## config.mk

```make
export PLATFORM = sky130hd
export DESIGN_NAME = io_bus_arbiter_flat
export DESIGN_NICKNAME = d
export VERILOG_FILES = /design/src/rtl/io_bus_arbiter_if.sv /design/src/rtl/io_bus_arbiter.sv /design/src/flat_wrapper.sv
export SDC_FILE = /design/constraint.sdc
export NUM_CORES = 1
export LEC_CHECK = 0
export BUFFER_PORTS_ARGS = -buffer_cell sky130_fd_sc_hd__buf_2
export CELL_PAD_IN_SITES_DETAIL_PLACEMENT = 2
export CELL_PAD_IN_SITES_GLOBAL_PLACEMENT = 2
export CORE_ASPECT_RATIO = 0.9
export CORE_MARGIN = 3
export CORE_UTILIZATION = 26
export DETAILED_ROUTE_END_ITERATION = 10
export PLACE_DENSITY = 0.9
export SLEW_MARGIN = 0
export SYNTH_ARGS = -nofsm -noshare
export SYNTH_HDL_FRONTEND = slang
export SYNTH_SLANG_ARGS = --single-unit
```

## constraint.sdc

```tcl
create_clock -name main_clk -period 3.2 [get_ports main_clk]
set_input_delay 0.16 -clock main_clk [delete_from_list [all_inputs] [get_ports main_clk]]
set_output_delay 0.16 -clock main_clk [all_outputs]
set_load 0.02 [all_outputs]
```

## src/rtl/io_bus_arbiter_if.sv

```systemverilog
// Requester handshakes plus memory_io bus bundle for io_bus_arbiter.
// lock_a is present only when IO_ARB_LOCK_EN is defined.
interface io_bus_arbiter_if;
   localparam int unsigned ADDR_W = 32;
   localparam int unsigned DATA_W = 16;

   logic              req_a;
   logic              req_b;
   logic              we_a;
   logic              we_b;
   logic [ADDR_W-1:0] addr_a;
   logic [ADDR_W-1:0] addr_b;
   logic [DATA_W-1:0] wdata_a;
   logic [DATA_W-1:0] wdata_b;
   logic              ack_a;
   logic              ack_b;
   logic [DATA_W-1:0] rdata_a;
   logic [DATA_W-1:0] rdata_b;
   logic [ADDR_W-1:0] address_io;
   logic [DATA_W-1:0] data_out_io;
   logic [DATA_W-1:0] data_in_io;
   logic [1:0]        control_io;

`ifdef IO_ARB_LOCK_EN
   logic              lock_a;

   modport master (
      input  req_a, req_b, we_a, we_b, addr_a, addr_b, wdata_a, wdata_b, lock_a,
      output ack_a, ack_b, rdata_a, rdata_b,
      output address_io, data_out_io, control_io,
      input  data_in_io
   );

   modport slave (
      output req_a, req_b, we_a, we_b, addr_a, addr_b, wdata_a, wdata_b, lock_a,
      input  ack_a, ack_b, rdata_a, rdata_b,
      input  address_io, data_out_io, control_io,
      output data_in_io
   );
`else
   modport master (
      input  req_a, req_b, we_a, we_b, addr_a, addr_b, wdata_a, wdata_b,
      output ack_a, ack_b, rdata_a, rdata_b,
      output address_io, data_out_io, control_io,
      input  data_in_io
   );

   modport slave (
      output req_a, req_b, we_a, we_b, addr_a, addr_b, wdata_a, wdata_b,
      input  ack_a, ack_b, rdata_a, rdata_b,
      input  address_io, data_out_io, control_io,
      output data_in_io
   );
`endif
endinterface

```

## src/rtl/io_bus_arbiter.sv

```systemverilog
// Round-robin two-port arbiter/sequencer for memory_io: one transaction at a time,
// single-cycle strobes, fixed read latency. Optional A bus lock via IO_ARB_LOCK_EN.
module io_bus_arbiter #(
   parameter int unsigned READ_LATENCY = 2
) (
   input  logic             main_clk,
   input  logic             reset,
   io_bus_arbiter_if.master arb_if
);
   localparam int unsigned ADDR_W = 32;
   localparam int unsigned DATA_W = 16;
   localparam int unsigned CNT_W  = (READ_LATENCY > 1) ? $clog2(READ_LATENCY) : 1;
   localparam logic [CNT_W-1:0] CNT_LOAD = CNT_W'(READ_LATENCY - 1);

   localparam logic [1:0] CTRL_IDLE  = 2'b00;
   localparam logic [1:0] CTRL_READ  = 2'b01;
   localparam logic [1:0] CTRL_WRITE = 2'b10;
   localparam logic       PORT_A     = 1'b0;
   localparam logic       PORT_B     = 1'b1;

   typedef enum logic [1:0] {
      ST_IDLE,
      ST_ISSUE,
      ST_WAIT,
      ST_DONE
   } state_e;

   state_e            state_q, state_d;
   logic              owner_q, owner_d;
   logic              last_q, last_d;
   logic              we_q, we_d;
   logic              locked_q, locked_d;
   logic [ADDR_W-1:0] addr_q, addr_d;
   logic [DATA_W-1:0] dout_q, dout_d;
   logic [DATA_W-1:0] rdata_a_q, rdata_a_d;
   logic [DATA_W-1:0] rdata_b_q, rdata_b_d;
   logic [1:0]        ctrl_q, ctrl_d;
   logic [CNT_W-1:0]  cnt_q, cnt_d;
   logic              ack_a_q, ack_a_d;
   logic              ack_b_q, ack_b_d;

   logic              lock_c;
   logic              lock_hold_c;
   logic              req_b_elig_c;
   logic              grant_c;
   logic              grant_port_c;

`ifdef IO_ARB_LOCK_EN
   assign lock_c = arb_if.lock_a;
`else
   assign lock_c = 1'b0;
`endif

   // Next-state, grant selection and registered-output staging
   always_comb begin
      state_d   = state_q;
      owner_d   = owner_q;
      last_d    = last_q;
      we_d      = we_q;
      locked_d  = locked_q;
      addr_d    = addr_q;
      dout_d    = dout_q;
      rdata_a_d = rdata_a_q;
      rdata_b_d = rdata_b_q;
      cnt_d     = cnt_q;
      ctrl_d    = CTRL_IDLE;
      ack_a_d   = 1'b0;
      ack_b_d   = 1'b0;

      // Lock survives only while lock_a stays high in IDLE; B is masked while it does
      lock_hold_c  = locked_q & lock_c;
      req_b_elig_c = arb_if.req_b & ~lock_hold_c;
      grant_c      = arb_if.req_a | req_b_elig_c;
      grant_port_c = (arb_if.req_a && (!req_b_elig_c || last_q == PORT_B)) ? PORT_A : PORT_B;

      case (state_q)
         ST_IDLE: begin
            locked_d = lock_hold_c;
            if (grant_c) begin
               owner_d = grant_port_c;
               state_d = ST_ISSUE;
               if (grant_port_c == PORT_A) begin
                  we_d   = arb_if.we_a;
                  addr_d = arb_if.addr_a;
                  dout_d = arb_if.wdata_a;
               end else begin
                  we_d   = arb_if.we_b;
                  addr_d = arb_if.addr_b;
                  dout_d = arb_if.wdata_b;
               end
               ctrl_d = we_d ? CTRL_WRITE : CTRL_READ;
            end
         end
         ST_ISSUE: begin
            if (we_q) begin
               state_d = ST_DONE;
               ack_a_d = (owner_q == PORT_A);
               ack_b_d = (owner_q == PORT_B);
            end else begin
               cnt_d   = CNT_LOAD;
               state_d = ST_WAIT;
            end
         end
         ST_WAIT: begin
            if (cnt_q == '0) begin
               state_d = ST_DONE;
               if (owner_q == PORT_A) begin
                  rdata_a_d = arb_if.data_in_io;
                  ack_a_d   = 1'b1;
               end else begin
                  rdata_b_d = arb_if.data_in_io;
                  ack_b_d   = 1'b1;
               end
            end else begin
               cnt_d = cnt_q - CNT_W'(1);
            end
         end
         ST_DONE: begin
            last_d  = owner_q;
            state_d = ST_IDLE;
            if (owner_q == PORT_A && lock_c) begin
               locked_d = 1'b1;
            end
         end
         default: state_d = ST_IDLE;
      endcase
   end

   // State and output registers
   always_ff @(posedge main_clk) begin
      if (reset) begin
         state_q   <= ST_IDLE;
         owner_q   <= PORT_A;
         last_q    <= PORT_B;
         we_q      <= 1'b0;
         locked_q  <= 1'b0;
         addr_q    <= '0;
         dout_q    <= '0;
         rdata_a_q <= '0;
         rdata_b_q <= '0;
         ctrl_q    <= CTRL_IDLE;
         cnt_q     <= '0;
         ack_a_q   <= 1'b0;
         ack_b_q   <= 1'b0;
      end else begin
         state_q   <= state_d;
         owner_q   <= owner_d;
         last_q    <= last_d;
         we_q      <= we_d;
         locked_q  <= locked_d;
         addr_q    <= addr_d;
         dout_q    <= dout_d;
         rdata_a_q <= rdata_a_d;
         rdata_b_q <= rdata_b_d;
         ctrl_q    <= ctrl_d;
         cnt_q     <= cnt_d;
         ack_a_q   <= ack_a_d;
         ack_b_q   <= ack_b_d;
      end
   end

   assign arb_if.address_io  = addr_q;
   assign arb_if.data_out_io = dout_q;
   assign arb_if.control_io  = ctrl_q;
   assign arb_if.ack_a       = ack_a_q;
   assign arb_if.ack_b       = ack_b_q;
   assign arb_if.rdata_a     = rdata_a_q;
   assign arb_if.rdata_b     = rdata_b_q;

endmodule

```

## src/flat_wrapper.sv

```systemverilog
// flat-port wrapper written by rule: the top's interface ports become plain ports
module io_bus_arbiter_flat 
#(
   parameter int unsigned READ_LATENCY = 2
)
  (main_clk, reset, arb_if_req_a, arb_if_req_b, arb_if_we_a, arb_if_we_b, arb_if_addr_a, arb_if_addr_b, arb_if_wdata_a, arb_if_wdata_b, arb_if_ack_a, arb_if_ack_b, arb_if_rdata_a, arb_if_rdata_b, arb_if_address_io, arb_if_data_out_io, arb_if_control_io, arb_if_data_in_io);
  io_bus_arbiter_if arb_if_i ();
  input  logic main_clk;
  input  logic reset;
  input wire logic [$bits(arb_if_i.req_a)-1:0] arb_if_req_a;
  input wire logic [$bits(arb_if_i.req_b)-1:0] arb_if_req_b;
  input wire logic [$bits(arb_if_i.we_a)-1:0] arb_if_we_a;
  input wire logic [$bits(arb_if_i.we_b)-1:0] arb_if_we_b;
  input wire logic [$bits(arb_if_i.addr_a)-1:0] arb_if_addr_a;
  input wire logic [$bits(arb_if_i.addr_b)-1:0] arb_if_addr_b;
  input wire logic [$bits(arb_if_i.wdata_a)-1:0] arb_if_wdata_a;
  input wire logic [$bits(arb_if_i.wdata_b)-1:0] arb_if_wdata_b;
  output wire logic [$bits(arb_if_i.ack_a)-1:0] arb_if_ack_a;
  output wire logic [$bits(arb_if_i.ack_b)-1:0] arb_if_ack_b;
  output wire logic [$bits(arb_if_i.rdata_a)-1:0] arb_if_rdata_a;
  output wire logic [$bits(arb_if_i.rdata_b)-1:0] arb_if_rdata_b;
  output wire logic [$bits(arb_if_i.address_io)-1:0] arb_if_address_io;
  output wire logic [$bits(arb_if_i.data_out_io)-1:0] arb_if_data_out_io;
  output wire logic [$bits(arb_if_i.control_io)-1:0] arb_if_control_io;
  input wire logic [$bits(arb_if_i.data_in_io)-1:0] arb_if_data_in_io;
  assign arb_if_i.req_a = arb_if_req_a;
  assign arb_if_i.req_b = arb_if_req_b;
  assign arb_if_i.we_a = arb_if_we_a;
  assign arb_if_i.we_b = arb_if_we_b;
  assign arb_if_i.addr_a = arb_if_addr_a;
  assign arb_if_i.addr_b = arb_if_addr_b;
  assign arb_if_i.wdata_a = arb_if_wdata_a;
  assign arb_if_i.wdata_b = arb_if_wdata_b;
  assign arb_if_ack_a = arb_if_i.ack_a;
  assign arb_if_ack_b = arb_if_i.ack_b;
  assign arb_if_rdata_a = arb_if_i.rdata_a;
  assign arb_if_rdata_b = arb_if_i.rdata_b;
  assign arb_if_address_io = arb_if_i.address_io;
  assign arb_if_data_out_io = arb_if_i.data_out_io;
  assign arb_if_control_io = arb_if_i.control_io;
  assign arb_if_i.data_in_io = arb_if_data_in_io;
  io_bus_arbiter #(.READ_LATENCY(READ_LATENCY)) u_core (.main_clk(main_clk), .reset(reset), .arb_if(arb_if_i));
endmodule
```

# == Word-level counts from Yosys, hierarchy flattened ==
# Cells that the tools add are included.
# word_totals
reg_bits,90
out_inout_bits,84
# op_classes
bitwise_logic,5
eq_ne,6
mux,22
add_sub_neg,1
reduce_logical,11
# op_table
cell,count
2-to-1 mux 32 bit,1
2-to-1 mux 16 bit,1
2-to-1 mux 1 bit,13
case mux 2 bit (4 select lines),1
2-to-1 mux 2 bit,3
case mux 1 bit (2 select lines),3
AND reduction 2 bit,3
AND reduction 3 bit,2
equality test 2 bit (second input constant),2
!= test 2 bit (second input constant),2
NOT 1 bit,4
OR reduction 3 bit,1
equality test 2 x 1 -> 1 bit (second input constant),1
logical NOT 2 bit,1
!= test 2 x 1 -> 1 bit (second input constant),1
nonzero test 2 bit,1
logical AND 1 bit,1
logical NOT 1 bit,1
logical OR 1 bit,1
bitwise OR 1 bit,1
subtractor 1 bit (second input constant),1

# == Longest topological paths before layout ==
# Gate-level depths: netlist of the first run.
# depth
word_depth,7
ltp_mapped,7
ltp_nobuf,5

# == Least setup slack after synthesis of the first run ==
# OpenSTA, ideal clock, no wires.
# synth_timing
kind,reg-to-reg
startpoint,register u_core.state_q[0]
endpoint,"register u_core.rdata_a_q[10], in the netlist u_core.arb_if.rdata_a[10]"
synth_period_minus_slack_ps,1513
required_ps,3068
slack_ps,1687
setup_ps,132
path_stages_with_launch,8
arrival_ps,1381
path_buffers,2
cell_sequence,dfxtp_1 -> inv_1 -> ha_1 -> or3b_1 -> clkbuf_2 -> buf_6 -> nand2_1 -> a21oi_1
# synth_via
elab_chain_len,2
# synth_lines
element,line_no,text
from (decl),io_bus_arbiter.sv:28,"state_e state_q, state_d;"
from (signal assigned),io_bus_arbiter.sv:146,state_q <= state_d;
equality test 2 bit,io_bus_arbiter.sv:76,case (state_q)
AND reduction 3 bit (no line),--,
to (signal assigned),io_bus_arbiter.sv:153,rdata_a_q <= rdata_a_d;
to (decl),io_bus_arbiter.sv:35,"logic [DATA_W-1:0] rdata_a_q, rdata_a_d;"
# No other way between the ends.
# A chain may end at the register's enable or synchronous reset.

# == Worst setup path in the final report of the first run ==
# layout_timing
startpoint,register u_core.state_q[0]
endpoint,"register u_core.dout_q[3], in the netlist u_core.arb_if.data_out_io[3]"
# layout_via
elab_chain_len,2
# layout_lines
element,line_no,text
logical NOT 2 bit,io_bus_arbiter.sv:76,
AND reduction 2 bit (no line),--,
to (signal assigned),io_bus_arbiter.sv:152,dout_q <= dout_d;
to (decl),io_bus_arbiter.sv:34,"logic [DATA_W-1:0] dout_q, dout_d;"
# No other way between the ends.

==> flow_summary_export.csv, run 1 <==
group,metric,value,unit
worst_hold_path,holdCritPathClass,"in2reg",
synthesis,yosys.area.top_type_share,46.0,%
routing,wl_met3,1090,microns
synthesis,synth-edff-count,0,
timing,fin_crit_sh,62.5,%
critical_path,cpLargestDelayFamily,"compound AO/OA/AOI/OAI gates",
pwr,power.switching,1.83,mW
synthesis,synth.largest_area_cell,"dfxtp_1",
cells_and_area,antenna_cells,0,
cells_and_area,fin_util,36.5,%
grt,grt_pass1_vias,4609,
timing,clock.fmax,500,MHz
clocking,cts_setup_buffers,0,
routing,highest_layer,"met5",
grt,grt_util_all_layers,18.6,%
synthesis,synthCells,470,
routing,drtPass1Iterations,4,
routing,wl_met1,6300,microns
synthesis,synthFlopType,"dfxtp_1",
timing,skew,8.79,ps
critical_path,path_cells,"inv_1 > ha_1 > o21a_4 > buf_12 > nor2_1 > a311oi_1",
synthesis,synth.area.top_cells,"dfxtp_1 (46%), a311oi_1 (9.2%), nand2_1 (6.3%)",
pwr,p_seq_share,35.8,%
critical_path,cp_slowest_stage_delay,370,ps
grt,grt_overflow_total,0,
clocking,cts_buffer_depth,2,
timing,tns,0,ps
clocking,cts-resized-gates,0,
pwr,p_sw_share,40.9,%
clocking,htreeDepth,3,
place,numPortBuffers,201,
synthesis,syn_avg_cell_area,8.33,sq um
floorplanning,die_w,135,microns
clocking,cts_hold_buf,0,
timing,layout_setup_ws,1200,ps
cells_and_area,final_cell_area,0.00525,sq mm
critical_path,cp-start-kind,"register",
floorplanning,die-area,0.0166,sq mm
critical_path,end_kind,"register",
pwr,power_density,854,mW/mm^2
routing,drcViolationCount,0,
timing,drv_slew,0,
cells_and_area,fin_cells,833,
routing,met2WireLength,7700,microns
routing,vias_per_cell,5.07,
pwr,p_total,4.48,mW
timing,setup_violations,0,
grt,grt_max_degree,87,
pwr,p_clk_share,24.3,%
synthesis,syn_area,0.00391,sq mm
synthesis,synth_seq_cells,90,
timing,slew_headroom,28.1,%
timing,worst_hold_slack,55.5,ps
cells_and_area,drive_gt1_share,36.6,%
cells_and_area,regArea,0.00180,sq mm
clocking,cts-root-buf,"clkbuf_16",
place,place_ws,1230,ps
floorplanning,initial_core_util,27.2,%
critical_path,path_buf_inv,2,
routing,via_count,4227,
grt,grt_pass1_wl,24100,microns
place,gp_congestion,0.777,
critical_path,critical_path.max_fanout,86,
clocking,cts_tree,"built",
routing,avgRoutedWirePerCell,18.4,microns
place,dp_cells,817,
synthesis,yosysSeqAreaShare,46.0,%
synthesis,yosysUniqueCellTypes,34,
critical_path,cp_data_arrival_time,2230,ps
timing,rsz0062_at_grt,"false",
synthesis,syn_nets,592,
timing,worstMarginPinSlew,1080,ps
clocking,insertion_delay,350,ps
place,dpl.hpwl,11000,microns
synthesis,synthArstFlopShare,0,%
timing,finalCriticalPeriod,2000,ps
floorplanning,coreArea,0.0144,sq mm
critical_path,crit_type,"reg2reg",
pwr,internal-power,2.65,mW
cells_and_area,nNetsFinal,757,
cells_and_area,layout_common_cells,"buf_2 (200), dfxtp_1 (90), nand2_1 (66)",
status,run_status,"finished, final reports clean",
floorplanning,rows,41,
routing,final_antenna_net_count,0,
synthesis,yosysWarnings,0,
floorplanning,ios,202,
clocking,clk_pin_slew_worst_paths,70,ps
cells_and_area,multi_input_area,0.00185,sq mm
routing,first_iter_violations,103,
pwr,pwr-share-comb,39.9,%
critical_path,slowest_stage,"dfxtp_1",
grt,antenna_found_initial,1,
clocking,cts.sinks,90,
cells_and_area,area_delta_synth_final,34.0,%
pwr,ir_worst_vdd,0.367,mV
cells_and_area,layout_commonest_cell,"buf_2",
clocking,numCtsBuffers,9,
timing,finalHoldViolCount,0,
critical_path,required,3430,ps
pwr,p_leak,2.29,nW
floorplanning,fp.dieH,122,microns
place,placed_cell_area,0.00494,sq mm
routing,drt_wl_total,15300,microns
run,drv_cap,0,
cells_and_area,n_fill_cell,1689,
[final timing paths]
check | slack (ps) | depth (start not counted) | to | start
setup / recovery | 1200 | 6 | u_core.arb_if.data_out_io[3] | u_core.state_q[0]
hold / removal | 60 | 3 | u_core.arb_if.rdata_a[13] | arb_if_data_in_io[13]
setup reg to reg | 1200 | 6 | u_core.arb_if.data_out_io[3] | u_core.state_q[0]
hold reg to reg | 460 | 2 | u_core.arb_if.rdata_b[7] | u_core.arb_if.rdata_b[7]
[power by group through the flow]
stage / Clock [mW] / Sequential, mW / Combinational [mW]
after detailed placement: 0 / 1.63 / 1.81
after floorplan: 0 / 1.90 / 0.956
after CTS: 1.13 / 1.61 / 1.82
after global placement: 0 / 1.61 / 1.70
after global routing: 1.18 / 1.64 / 1.97
final: 1.09 / 1.60 / 1.79
[logic make-up after synthesis]
group	Yosys count	share of synthesized area, %
fa+ha+maj	4	1.28
mux	1	0.256
compound gates	139	24.7
simple gates	183	20.7
buf+inv	53	7.03
flops	90	46.0
[worst register-to-register path: cells and delay by family (launching register included)]
family          cells  cell delay, ps
compound gates      2             640
fa+ha+maj           1             270
buf+inv             2             460
flops               1             370
simple gates        1             160
[Yosys cell counts (2+ instances only)]
cell type   n
a21boi_0    2
a21oi_1    34
a311oi_1   41
a311oi_2   10
buf_1       2
buf_2      18
buf_6       6
clkbuf_1   19
clkbuf_2    4
dfxtp_1    90
ha_1        4
inv_1       2
nand2_1    66
nand2b_1    4
nand3_1    49
nor2_1     52
nor2b_1     3
o21ai_0    39
o21ai_1    10
[sequential cells by signal, summed over array words and instances, names as in the netlist]
name / cells
u_core.arb_if.address_io: 32
u_core.arb_if.data_out_io: 16
u_core.arb_if.rdata_a: 16
u_core.arb_if.rdata_b: 16
u_core.arb_if.control_io: 2
u_core.state_q: 2
u_core.arb_if.ack_a: 1
u_core.arb_if.ack_b: 1
u_core.cnt_q: 1
u_core.last_q: 1
u_core.owner_q: 1
u_core.we_q: 1
[metal layers]
layer,vias up,global-route usage [%]
met4,2,5.35
li1,2006,-
met3,20,6.11
met2,139,33.4
met5,-,0
met1,2060,21.0
[cell type report]
type	count	area share, %
Timing Repair Buffer	204	19.9
Clock buffer	10	4.36
Multi-Input combinational cell	327	35.2
Sequential cell	90	34.3
Clock inverter	6	1.38
Tap cell	193	4.60
Inverter	3	0.215
(Power assumes the default switching activity.)
==> run 2, diff against run 1 <==
--- a/config.mk
+++ b/config.mk
@@ -5,14 +5,15 @@
 export SDC_FILE = /design/constraint.sdc
 export NUM_CORES = 1
 export LEC_CHECK = 0
+export ABC_AREA = 1
 export BUFFER_PORTS_ARGS = -buffer_cell sky130_fd_sc_hd__buf_2
 export CELL_PAD_IN_SITES_DETAIL_PLACEMENT = 2
 export CELL_PAD_IN_SITES_GLOBAL_PLACEMENT = 2
 export CORE_ASPECT_RATIO = 0.9
 export CORE_MARGIN = 3
-export CORE_UTILIZATION = 26
+export CORE_UTILIZATION = 23
 export DETAILED_ROUTE_END_ITERATION = 10
-export PLACE_DENSITY = 0.9
+export PLACE_DENSITY = 0.86
 export SLEW_MARGIN = 0
 export SYNTH_ARGS = -nofsm -noshare
 export SYNTH_HDL_FRONTEND = slang
==> constraint.sdc (replaced) <==
create_clock -name main_clk -period 2.05 [get_ports main_clk]
set_input_delay 0.1025 -clock main_clk [delete_from_list [all_inputs] [get_ports main_clk]]
set_output_delay 0.1025 -clock main_clk [all_outputs]
set_load 0.02 [all_outputs]
==> run 2 against run 1 <==
Net effect: total power rose by 65%; combinational power rose by 72%; non-clock buffer count rose by 30; global-route usage fell by 1.2 points; hold slack got worse by 43 ps; clock power rose by 60%; critical path depth rose by 1; critical path type unchanged; largest power group unchanged; first-iteration DRC count rose by 75%.
==> flow_summary_export.csv, run 2 <==
group,metric,value,unit
timing,layout_setup_ws,357,ps
routing,avgRoutedWirePerCell,16.5,microns
synthesis,yosysSeqAreaShare,45.9,%
cells_and_area,largest_register_ffs,32,
floorplanning,die_w,144,microns
floorplanning,die-area,0.0187,sq mm
timing,rsz0062_at_grt,"false",
synthesis,syn_nets,693,
synthesis,synthFlopType,"dfxtp_1",
timing,drv_slew,0,
floorplanning,fp.dieH,130,microns
timing,slew_headroom,62.4,%
routing,final_antenna_net_count,0,
critical_path,critPathLaunch,"u_core.state_q[0]",
pwr,p_leak,3.05,nW
routing,first_iter_violations,180,
timing,skew,15.5,ps
synthesis,yosysUniqueCellTypes,15,
clocking,cts_tree,"built",
pwr,power_density,1300,mW/mm^2
clocking,insertion_delay,350,ps
grt,grt_max_degree,86,
critical_path,cp_data_arrival_time,1960,ps
critical_path,rrSetupSlack,360,ps
synthesis,synthTopCellsByCount,"nand2_1 (113), dfxtp_1 (90), o21ai_0 (84), nor2_1 (69), inv_1 (63)",
clocking,cts_setup_buffers,0,
clocking,cts-root-buf,"clkbuf_16",
clocking,clk_pin_slew_worst_paths,70,ps
synthesis,yosys.area.top_type_share,45.9,%
synthesis,yosysMostFrequentCell,"nand2_1",
critical_path,cp-start-kind,"register",
timing,worst_hold_slack,12.3,ps
place,place_ws,402,ps
synthesis,synth_seq_cells,90,
place,dpl.hpwl,11400,microns
cells_and_area,drive_gt1_share,29.6,%
timing,finalHoldViolCount,0,
synthesis,synth-edff-count,0,
status,run_status,"finished, final reports clean",
timing,setup_violations,0,
cells_and_area,area_delta_synth_final,44.9,%
critical_path,required,2320,ps
timing,clock.fmax,591,MHz
routing,via_count,4552,
grt,grt-busiest-layer,"met2",
clocking,htreeDepth,3,
routing,drcViolationCount,0,
critical_path,reg2reg_from,"u_core.state_q[0]",
clocking,cts.sinks,90,
synthesis,synth.largest_area_cell,"dfxtp_1",
routing,vias_per_cell,4.59,
cells_and_area,layout_commonest_cell,"buf_2",
timing,fin_crit_sh,82.6,%
timing,tns,0,ps
synthesis,synth.area.top_cells,"dfxtp_1 (46%), nand2_1 (11%), o21ai_0 (11%)",
cells_and_area,nNetsFinal,900,
pwr,ir_worst_vdd,0.462,mV
run,drv_cap,0,
synthesis,syn_avg_cell_area,6.87,sq um
grt,gr-usage-met3,4.25,%
critical_path,end_kind,"register",
clocking,cts-resized-gates,0,
synthesis,synthCells,571,
floorplanning,initial_core_util,23.9,%
cells_and_area,layout_common_cells,"buf_2 (201), nand2_1 (111), dfxtp_1 (90)",
timing,finalCriticalPeriod,1690,ps
critical_path,r2r-end,"u_core.arb_if.data_out_io[3]",
grt,met2_usage,30.7,%
grt,grt_pass1_vias,4913,
grt,grt_pass1_wl,25600,microns
floorplanning,rows,44,
floorplanning,coreArea,0.0164,sq mm
timing,worstMarginPinSlew,564,ps
grt,antenna_found_initial,3,
synthesis,synthArstFlopShare,0,%
critical_path,critical_path.max_fanout,85,
routing,drt_wl_total,16300,microns
critical_path,endpoint,"u_core.arb_if.data_out_io[3]",
floorplanning,ios,202,
place,numPortBuffers,201,
grt,grt_util_all_layers,17.3,%
grt,use_met1,20.8,%
synthesis,yosysWarnings,0,
worst_hold_path,holdCritPathClass,"in2reg",
clocking,cts_buffer_depth,2,
clocking,numCtsBuffers,9,
place,gp_congestion,0.727,
clocking,cts_hold_buf,23,
synthesis,syn_area,0.00392,sq mm
critical_path,crit_type,"reg2reg",
grt,grt_overflow_total,0,
routing,drtPass1Iterations,4,
critical_path,rr_worst_depth,7,
pwr,p_total,7.40,mW
-- run 2: cells by family (layout without fill, tap and decap cells) --
logic type / after synthesis / count (layout) / synth area share, %
AO/OA/AOI/OAI: 138 / 138 / 17.6
adder cells (fa/ha/maj): 4 / 4 / 1.28
buffers and inverters: 101 / 313 / 10.3
flip-flops: 90 / 90 / 45.9
other: 0 / 2 / 0
AND/OR/NAND/NOR: 238 / 238 / 24.8
-- run 2: through the flow --
step	area [sq um]	util, %	cells
finish	5680	34.6	992
global route	5680	34.6	992
CTS	5680	34.6	990
detailed placement	5130	31.3	951
global placement	5130	31.3	951
floorplan	3920	-	571
-- run 2: power breakdown --
group	internal [mW]	total [mW]	switching [mW]
Clock	0.992	1.74	0.752
Sequential	2.30	2.59	0.295
Combinational	1.02	3.07	2.05
-- run 2: area by class of cell --
cell class	instances	area (sq um)
Tap cell	207	259
Clock inverter	6	72.6
Timing Repair Buffer	234	1350
Multi-Input combinational cell	380	1720
Fill cell	1995	10700
Inverter	63	236
Antenna cell	2	5.00
Clock buffer	10	239
Sequential cell	90	1800
-- run 2: layer usage --
layer  up-vias  part of all wire (%)  wire length [microns]
li1       2233                     -                      -
met1      2185                    43                   7000
met2       115                    50                   8240
met3        17                   4.9                    805
met4         2                   1.8                    289
met5         -                 0.080                     13
-- run 2: how the worst min path moves through the flow --
stage	to	startpoint	slack, ps	cells past startpoint
global placement	u_core.arb_if.address_io[9]	arb_if_addr_b[9]	360	3
global route	u_core.arb_if.data_out_io[7]	arb_if_wdata_b[7]	4	3
CTS	u_core.arb_if.address_io[18]	arb_if_addr_b[18]	0.5	3
finish	u_core.arb_if.data_out_io[7]	arb_if_wdata_b[7]	10	3
detailed placement	u_core.arb_if.address_io[29]	arb_if_addr_b[29]	360	3
floorplan	u_core.state_q[0]	reset	170	1
-- run 2: critical path: stages, from the launching register on --
cell     delay, ps
dfxtp_1        360
inv_1          120
ha_1           220
inv_1          100
nor2_4         160
buf_12         320
o21ai_0        160
a21oi_1        150
==> run 3, diff against run 2 <==
--- a/config.mk
+++ b/config.mk
@@ -5,15 +5,15 @@
 export SDC_FILE = /design/constraint.sdc
 export NUM_CORES = 1
 export LEC_CHECK = 0
-export ABC_AREA = 1
+export ABC_AREA = 0
 export BUFFER_PORTS_ARGS = -buffer_cell sky130_fd_sc_hd__buf_2
 export CELL_PAD_IN_SITES_DETAIL_PLACEMENT = 2
 export CELL_PAD_IN_SITES_GLOBAL_PLACEMENT = 2
 export CORE_ASPECT_RATIO = 0.9
 export CORE_MARGIN = 3
-export CORE_UTILIZATION = 23
+export CORE_UTILIZATION = 24
 export DETAILED_ROUTE_END_ITERATION = 10
-export PLACE_DENSITY = 0.86
+export PLACE_DENSITY = 0.84
 export SLEW_MARGIN = 0
 export SYNTH_ARGS = -nofsm -noshare
 export SYNTH_HDL_FRONTEND = slang
==> constraint.sdc (replaced) <==
create_clock -name main_clk -period 1.8 [get_ports main_clk]
set_input_delay 0.09 -clock main_clk [delete_from_list [all_inputs] [get_ports main_clk]]
set_output_delay 0.09 -clock main_clk [all_outputs]
set_load 0.02 [all_outputs]
==> run 3 against run 2 <==
Net effect: critical path depth shrank 1; total power grew 11%; final cell count shrank 13%; maximum frequency grew 1.4%; core utilization grew 0.44 points; largest cell class is now multi-input gates; sequential power grew 9.7%; cell area shrank 3.0%; critical endpoint is now u_core.arb_if.control_io[1]; worst setup slack lost 230 ps; routed wire length shrank 2.4%; first-iteration DRC count shrank 31%.
==> flow_summary_export.csv, run 3 (synthesis gave the netlist of run 1 again) <==
group,metric,value,unit
cells_and_area,drive_gt1_share,37.6,%
worst_hold_path,holdCritPathClass,"in2reg",
timing,skew,4.23,ps
pwr,p_total,8.22,mW
place,dpl.hpwl,11700,microns
timing,finalHoldViolCount,0,
cells_and_area,layout_common_cells,"buf_2 (201), dfxtp_1 (90), nand2_1 (66)",
cells_and_area,fin_util,35.1,%
pwr,internal-power,4.87,mW
critical_path,cp_data_arrival_time,1930,ps
floorplanning,die-area,0.0179,sq mm
cells_and_area,antenna_cells,0,
timing,finalCriticalPeriod,1670,ps
pwr,pwr-share-comb,40.8,%
floorplanning,die_w,141,microns
floorplanning,initial_core_util,24.9,%
routing,first_iter_violations,124,
critical_path,cp-start-kind,"register",
run,drv_cap,0,
place,gp_congestion,0.795,
clocking,clk_pin_slew_worst_paths,70,ps
routing,avgRoutedWirePerCell,18.4,microns
timing,slew_headroom,65.4,%
clocking,numCtsBuffers,9,
clocking,cts_buffer_depth,2,
pwr,p_seq_share,34.5,%
routing,drtPass1Iterations,4,
grt,grt_util_all_layers,17.5,%
floorplanning,rows,43,
cells_and_area,final_cell_area,0.00551,sq mm
place,placed_cell_area,0.00507,sq mm
cells_and_area,largest_register_ffs,32,
floorplanning,coreArea,0.0157,sq mm
routing,drcViolationCount,0,
timing,clock.fmax,599,MHz
timing,layout_setup_ws,130,ps
pwr,p_clk_share,24.7,%
critical_path,required,2060,ps
pwr,ir_worst_vdd,0.560,mV
clocking,htreeDepth,3,
clocking,cts.sinks,90,
status,run_status,"finished, final reports clean",
critical_path,critical_path.max_fanout,11,
grt,grt_max_degree,45,
floorplanning,ios,202,
pwr,power_density,1490,mW/mm^2
cells_and_area,area_delta_synth_final,40.8,%
routing,final_antenna_net_count,0,
timing,rsz0062_at_grt,"false",
clocking,insertion_delay,350,ps
place,numPortBuffers,201,
timing,drv_slew,0,
timing,worstMarginPinSlew,519,ps
grt,grt_pass1_vias,4870,
clocking,cts-root-buf,"clkbuf_16",
cells_and_area,nNetsFinal,780,
routing,drt_wl_total,16000,microns
grt,grt_pass1_wl,25400,microns
cells_and_area,fin_cells,865,
critical_path,crit_type,"reg2reg",
place,dp_cells,837,
clocking,cts_tree,"built",
pwr,p_leak,2.42,nW
floorplanning,fp.dieH,127,microns
pwr,power.switching,3.35,mW
grt,antenna_found_initial,0,
critical_path,end_kind,"register",
pwr,p_sw_share,40.8,%
routing,vias_per_cell,5.02,
place,place_ws,-7.84,ps
timing,fin_crit_sh,92.8,%
cells_and_area,layout_commonest_cell,"buf_2",
timing,setup_violations,0,
routing,via_count,4341,
grt,grt_overflow_total,0,
-- run 3: cell count changes in the layout (fill, tap and decap cells not counted), sizes merged, moves of 4 or more --
| cell | change |
|---|---|
| nand2b | +4 |
| buf | +5 |
| a311oi | +51 |
| nand2 | -47 |
| dlygate4sd3 | -12 |
| o21ai | -35 |
| a21oi | -20 |
| inv | -58 |
| nor2 | -19 |
-- run 3: final cells by class --
class                           count  area (sq um)
Fill cell                        1848         10200
Multi-Input combinational cell    327          1850
Sequential cell                    90          1800
Timing Repair Buffer              227          1280
Tap cell                          202           253
Clock buffer                        9           225
Clock inverter                      7          90.1
Inverter                            3          11.3
-- run 3: what timing repair did --
action,4_1_cts,5_1_grt
resized for setup,1,1
hold endpoints to repair,16,0
gates cloned,0,0
buffers inserted,0,1
hold buffers,11,0
pin swaps,0,0
setup endpoints to repair,1,52
-- run 3: power groups by stage --
| stage | clock network, mW | registers [mW] | logic [mW] |
|---|---|---|---|
| 4_1_cts | 2.10 | 2.85 | 3.39 |
| 6_report | 2.03 | 2.84 | 3.36 |
| 3_3_place_gp | 0 | 2.84 | 3.16 |
| 5_1_grt | 2.19 | 2.91 | 3.71 |
| 3_5_place_dp | 0 | 2.88 | 3.36 |
| 2_1_floorplan | 0 | 3.39 | 1.70 |
-- run 3: final timing paths --
| path | slack [ps] | startpoint | cells after the start | to |
|---|---|---|---|---|
| setup reg to reg | 130 | u_core.state_q[0] | 6 | u_core.arb_if.control_io[1] |
| hold / removal | 9 | arb_if_data_in_io[3] | 3 | u_core.arb_if.rdata_b[3] |
| setup / recovery | 130 | u_core.state_q[0] | 6 | u_core.arb_if.control_io[1] |
| hold reg to reg | 460 | u_core.arb_if.rdata_b[5] | 2 | u_core.arb_if.rdata_b[5] |
-- run 3: critical path, cell delays in order (launching register included) --
cell      delay (ps)
dfxtp_1          360
inv_1            100
ha_1             270
o21a_4           220
buf_4            200
nor2b_1          200
a21boi_0         230
-- run 3: routing by layer --
metal | up-vias | GRT usage, % | share of wire, %
met5 | - | 0 | 0
met4 | 0 | 5.47 | 1.8
met3 | 19 | 6.06 | 8.0
met2 | 149 | 31.4 | 51
met1 | 2121 | 19.5 | 40
li1 | 2052 | - | -
-- run 3: per-stage QoR --
step	hold WS [ps]	setup TNS [ps]
after global routing	9.97	0
after CTS	0.818	0
after floorplan	226	0
after detailed placement	355	-7.84
final	8.56	0
after global placement	347	0
